--- config.mk ---
export PLATFORM = sky130hd
export DESIGN_NAME = mux_2_1_rr_arbiter
export DESIGN_NICKNAME = d
export VERILOG_FILES = /design/src/rtl/mux_2_1_rr_arbiter.sv
export SDC_FILE = /design/constraint.sdc
export NUM_CORES = 1
export LEC_CHECK = 0
export ABC_CLOCK_PERIOD_IN_PS = 2500
export BUFFER_PORTS_ARGS = -buffer_cell sky130_fd_sc_hd__buf_2
export CORE_MARGIN = 10
export CORE_UTILIZATION = 44
export DETAILED_ROUTE_END_ITERATION = 10
export PLACE_DENSITY_LB_ADDON = 0.08
export SLEW_MARGIN = 15
export SYNTH_ARGS = -nofsm -noshare
export SYNTH_HDL_FRONTEND = slang
export SYNTH_SLANG_ARGS = --single-unit
export TNS_END_PERCENT = 20
--- constraint.sdc ---
create_clock -name sys_clk -period 2.5 [get_ports sys_clk]
set_input_delay 0.25 -clock sys_clk [delete_from_list [all_inputs] [get_ports sys_clk]]
set_output_delay 0.25 -clock sys_clk [all_outputs]
set_load 0.01 [all_outputs]
--- src/rtl/mux_2_1_rr_arbiter.sv ---
// Round-robin owner of a shared 2:1 mux with a registered output stage.
// Optional per-grant hold limit is compiled in with `define MUX_ARB_HOLD_LIMIT_EN.
module mux_2_1_rr_arbiter #(
  parameter int unsigned DATA_W   = 8,
  parameter int unsigned MAX_HOLD = 16
) (
  input  logic              sys_clk,
  input  logic              sys_rst,
  input  logic              req_0,
  input  logic              req_1,
  input  logic [DATA_W-1:0] in_0,
  input  logic [DATA_W-1:0] in_1,
  input  logic              vld_0,
  input  logic              vld_1,
  output logic              gnt_0,
  output logic              gnt_1,
  output logic              sel_0,
  output logic [DATA_W-1:0] out_data,
  output logic              out_valid
);

  typedef enum logic [1:0] {StIdle, StG0, StG1} state_e;

  state_e            state_q, state_d;
  logic              last_q, last_d;
  logic              sel_q, sel_d;
  logic [DATA_W-1:0] data_q, data_d;
  logic              valid_q, valid_d;
  logic              hold_expired;

  if (MAX_HOLD < 2) begin : gen_max_hold_check
    $error("MAX_HOLD must be at least 2");
  end

`ifdef MUX_ARB_HOLD_LIMIT_EN
  localparam int unsigned     CntW   = $clog2(MAX_HOLD);
  localparam logic [CntW-1:0] CntMax = CntW'(MAX_HOLD - 1);

  logic [CntW-1:0] cnt_q, cnt_d;

  assign hold_expired = (cnt_q == CntMax);

  // Cleared on every new grant, saturating while the same grant is held.
  always_comb begin
    cnt_d = cnt_q;
    if (state_d == StIdle || state_d != state_q) begin
      cnt_d = '0;
    end else if (cnt_q != CntMax) begin
      cnt_d = cnt_q + CntW'(1);
    end
  end

  always_ff @(posedge sys_clk) begin
    if (sys_rst) begin
      cnt_q <= '0;
    end else begin
      cnt_q <= cnt_d;
    end
  end
`else
  assign hold_expired = 1'b0;
`endif

  // State and registered outputs.
  always_ff @(posedge sys_clk) begin
    if (sys_rst) begin
      state_q <= StIdle;
      last_q  <= 1'b1;
      sel_q   <= 1'b1;
      data_q  <= '0;
      valid_q <= 1'b0;
    end else begin
      state_q <= state_d;
      last_q  <= last_d;
      sel_q   <= sel_d;
      data_q  <= data_d;
      valid_q <= valid_d;
    end
  end

  // Next-state: a released grant hands over directly when the other side is waiting.
  always_comb begin
    state_d = state_q;
    unique case (state_q)
      StIdle: begin
        if (req_0 && req_1) begin
          state_d = last_q ? StG0 : StG1;
        end else if (req_0) begin
          state_d = StG0;
        end else if (req_1) begin
          state_d = StG1;
        end
      end
      StG0: begin
        if (!req_0 || (hold_expired && req_1)) begin
          state_d = req_1 ? StG1 : StIdle;
        end
      end
      StG1: begin
        if (!req_1 || (hold_expired && req_0)) begin
          state_d = req_0 ? StG0 : StIdle;
        end
      end
      default: state_d = StIdle;
    endcase
  end

  // Outputs: pointer and select follow the next owner, the data stage follows the current one.
  always_comb begin
    last_d  = last_q;
    sel_d   = sel_q;
    data_d  = data_q;
    valid_d = 1'b0;
    if (state_d == StG0) begin
      last_d = 1'b0;
      sel_d  = 1'b1;
    end else if (state_d == StG1) begin
      last_d = 1'b1;
      sel_d  = 1'b0;
    end
    unique case (state_q)
      StG0: begin
        data_d  = in_0;
        valid_d = vld_0;
      end
      StG1: begin
        data_d  = in_1;
        valid_d = vld_1;
      end
      default: ;
    endcase
  end

  assign gnt_0     = (state_q == StG0);
  assign gnt_1     = (state_q == StG1);
  assign sel_0     = sel_q;
  assign out_data  = data_q;
  assign out_valid = valid_q;

endmodule

[Word-level counts from Yosys, hierarchy flattened]
Cells that the tools add are included.
W data, S select, Z words.
Operators by class
  bitwise logic cells: 0
  multiplexer cells: 13
  multiply operators: 0
  divide/modulo/power cells: 0
  magnitude comparators: 0
  reductions and logical operators: 5
  equality and inequality tests: 4
  shift operators: 0
  $add $sub $neg: 0
Operators by type and width (count)
  $pmux W8 S2: 1
  $mux W2: 7
  $pmux W2 S3: 1
  $eq A2 B1 Y1 const B: 2
  $eq A2 B2 Y1 const B: 2
  $reduce_bool A2 Y1: 2
  $mux W1: 3
  $logic_not A2 Y1: 1
  $pmux W1 S2: 1
  $reduce_or A2 Y1: 1
  $logic_and A1 B1 Y1: 1
Storage, ports and cells
  flip-flop bits (word level): 13
  logic and storage cells: 27
  latch bits: 0
  memories: 0
  memory bits (read-only): 0
  memory bits (writable): 0

[Logic depth before layout (Yosys ltp)]
  depth after elaboration: 7
  gate-level depth with buffers: 10
  gate-level depth less buffers: 9

[Worst setup path after synthesis]
OpenSTA, ideal clock, no wires.
  path type: reg-to-reg
  start: reg state_q[0]
  end: reg last_q
  setup time: 117 ps
  data arrival time: 1664 ps
  required time: 2383 ps
  slack: 719 ps
  clock period less this slack: 1781 ps
  stages on the path, launching flop included: 10
  cells stage by stage: dfxtp_1 inv_1 ha_1 buf_6 nand2_1 a21o_1 a21oi_1 ha_1 mux2i_1 nand2b_1
Between the ends
  elaborated cells between the ends (all ways): 13
  those cells by class: eq/ne (4); mux (7); reduce/logical (2)
RTL lines
  start: declaration: RTL line 24  | state_e state_q, state_d;
  start signal: assignment: RTL line 67  | state_q <= StIdle;
  start signal: assignment: RTL line 73  | state_q <= state_d;
  $eq A2 B2 Y1 *
  net gnt_1: RTL line 16  | output logic gnt_1,
  $pmux W2 S3 *: RTL line 84  | unique case (state_q)
  net state_d[1]: RTL line 24
  $eq A2 B1 Y1 or $eq A2 B2 Y1 (tied branches): RTL line 114, 117
  $mux W1 or $reduce_bool A2 Y1 (tied branches)
  end signal: assignment: RTL line 74  | last_q <= last_d;
  end: declaration: RTL line 25  | logic last_q, last_d;
Mark *: on every way through the listed nets, which the timed path passes. The rest lies on a longest branch.
A chain may end at the register's enable or synchronous reset.

[Worst setup path in the final report]
  start: reg state_q[0]
  end: reg last_q
Between the ends
  elaborated cells between the ends (all ways): 13
  those cells by class: eq/ne (4); mux (7); reduce/logical (2)
RTL lines (RTL line)
  $eq A2 B2 Y1, or another cell as far along: 84
  $pmux W2 S3 *: 84
  net state_d[1]: 24
  $eq A2 B1 Y1 or $eq A2 B2 Y1 (tied branches): 114, 117
  $mux W1 or $reduce_bool A2 Y1 (tied branches)
Marks and branches as above.

==> results.json <==
{
  "initial_core_util_pct": 47.6,
  "cts_resized": 0,
  "setup_tns_ns": 0,
  "finalPower_uw": 719,
  "cts_hold_buf": 0,
  "hpwl_mm": 1.41,
  "num_vias": 646,
  "cp_max_fo": 5,
  "h-tree-depth": 1,
  "post-route-min-period_ns": 1.88,
  "end_kind": "flop",
  "netlist_area_um2": 733,
  "final_nets": 140,
  "power.density_mw_per_mm2": 775,
  "multi_input_area_um2": 433,
  "netlist-cell-type-count": 24,
  "viasPerCell": 5.13,
  "drt_pass1_iterations": 2,
  "hold_violations": 0,
  "hold_ws_ns": 0.326,
  "seq_area_um2": 260,
  "finalCritPeriodShare_pct": 75.3,
  "outcome": "finished, final reports clean",
  "antenna_found_initial": 0,
  "fillers": 154,
  "ys_seq_area_share_pct": 35.5,
  "ir_drop_mv": 0.433,
  "hold_path_class": "in2reg",
  "postSynthCellCount": 76,
  "rows": 14,
  "route.detailed.drc": 0,
  "slew_headroom_pct": 67.2,
  "numPortBuffers": 33,
  "first_global_vias": 639,
  "drive_gt1_share_pct": 39.1,
  "cts-buffers-inserted": 3,
  "dieArea_mm2": 0.00370,
  "cts_tree": "done",
  "finClkSkew_ns": 0.00413,
  "die_y_um": 60.8,
  "post_drt_wl_per_cell_um": 13.3,
  "rsz0062_at_grt": "no",
  "ys_ff_latch": 13,
  "cap_violations": 0,
  "worst_ep_arrival_time_ns": 2.04,
  "setup_viol": 0,
  "drv_slew": 0,
  "syn_to_final_growth_pct": 26.5,
  "cts_sinks": 13,
  "post-cts-setup-buffers": 0,
  "diodes": 0,
  "drt_wl_total_mm": 1.68,
  "drt_iter0_drc": 19,
  "grt_pass1_wl_mm": 2.74,
  "core_area_mm2": 0.00154,
  "synth.avg_cell_area_um2": 9.65,
  "path_clk_slew_ns": 0.07,
  "worstSetupPathType": "reg2reg",
  "postRouteAntennaNets": 0,
  "overflow": 0,
  "leakagePower_nw": 0.436,
  "cts.path.max_buffers": 2,
  "startpoint_type": "flop",
  "grt_max_degree": 18,
  "gp_congestion": 0.745,
  "fp.dieW_um": 60.8,
  "clock_latency_ns": 0.26,
  "grtUsageTotal_pct": 9.48,
  "cp.required_ns": 2.66,
  "worstMarginPinSlew_ns": 0.492,
  "syn-num-nets": 105,
  "fmax_ghz": 0.531,
  "pin_count": 34,
  "clockRootBuffer": "clkbuf_4",
  "yosysWarnings": 0
}
per-layer routing:
layer	track usage (%)	wire, µm	vias to the layer above
met5	0	0	-
met4	4.70	17	0
met3	3.13	136	2
met2	14.4	748	24
met1	11.6	775	279
li1	-	-	341
final timing paths:
kind | from | to | slack [ns] | depth (start not counted)
max | state_q[0] | last_q | 0.62 | 8
min reg2reg | sel_0 | sel_0 | 0.48 | 2
min | in_0[0] | out_data[0] | 0.33 | 3
max reg2reg | state_q[0] | last_q | 0.62 | 8
cell usage after synthesis (all sizes together):
cell     n  area [µm²]
nand2b   1        6.26
inv      4        15.0
and2     1        7.51
nor2     9        33.8
dfxtp   13         260
o21ai    3        18.8
o22a     1        8.76
nand2    2        7.51
a21oi    2        10.0
mux2i   10         100
o21ba    2        20.0
ha       7        87.6
buf      4        25.0
a21o     3        23.8
nor2b    1        6.26
nor3b    1        7.51
a211oi  10        80.1
a22oi    2        15.0
placed cells by master (no fill, tap or decap), drive strengths merged:
cell,Yosys,final
a211oi,10,10
a21o,3,3
a21oi,2,2
a22oi,2,2
and2,1,1
buf,4,34
clkbuf,0,4
dfxtp,13,13
ha,7,7
inv,4,4
mux2i,10,10
nand2,2,2
nand2b,1,1
nor2,9,9
nor2b,1,1
nor3b,1,1
o21ai,3,3
o21ba,2,2
o22a,1,1
critical path: stages, from the launching register on:
cell	delay (ns)
dfxtp_1	0.41
inv_1	0.11
ha_1	0.24
o21ba_2	0.22
o21ai_2	0.18
a21oi_1	0.09
ha_1	0.29
mux2i_1	0.17
nand2b_1	0.06
through the flow:
| step | util, % | std cells | setup WS (ns) | area [µm²] |
|---|---|---|---|---|
| 3_3_place_gp | 58.4 | 122 | 0.681 | 901 |
| 5_1_grt | 60.1 | 126 | 0.412 | 927 |
| 4_1_cts | 60.1 | 126 | 0.606 | 927 |
| 3_5_place_dp | 58.4 | 122 | 0.619 | 901 |
| 6_report | 60.1 | 126 | 0.618 | 927 |
| 2_1_floorplan | - | 76 | 0.719 | 733 |
power breakdown:
group	internal (mW)	switching [mW]
clock	0.0616	0.0574
sequential	0.257	0.0291
combinational	0.148	0.166
cells by family (layout without fill, tap and decap cells):
family                     after synthesis  in the layout  share of synthesized area, %
DFF                                     13             13                          35.5
adders and majority gates                7              7                          11.9
AOI/OAI and AO/OA                       23             23                          24.1
muxes                                   10             10                          13.7
buffers and inverters                    8             42                          5.46
and+or+nand+nor                         15             15                          9.39
registers in the layout (all words and copies together) (netlist names):
register	count
last_q	1
out_data	8
out_valid	1
sel_0	1
state_q	2
layout make-up:
class / instances / area share (%)
Sequential cell: 13 / 28.1
Clock buffer: 4 / 2.83
Timing Repair Buffer: 34 / 18.6
Tap cell: 16 / 2.16
Inverter: 4 / 1.62
Multi-Input combinational cell: 55 / 46.7
Note: power is estimated with default switching activity, not from simulation.
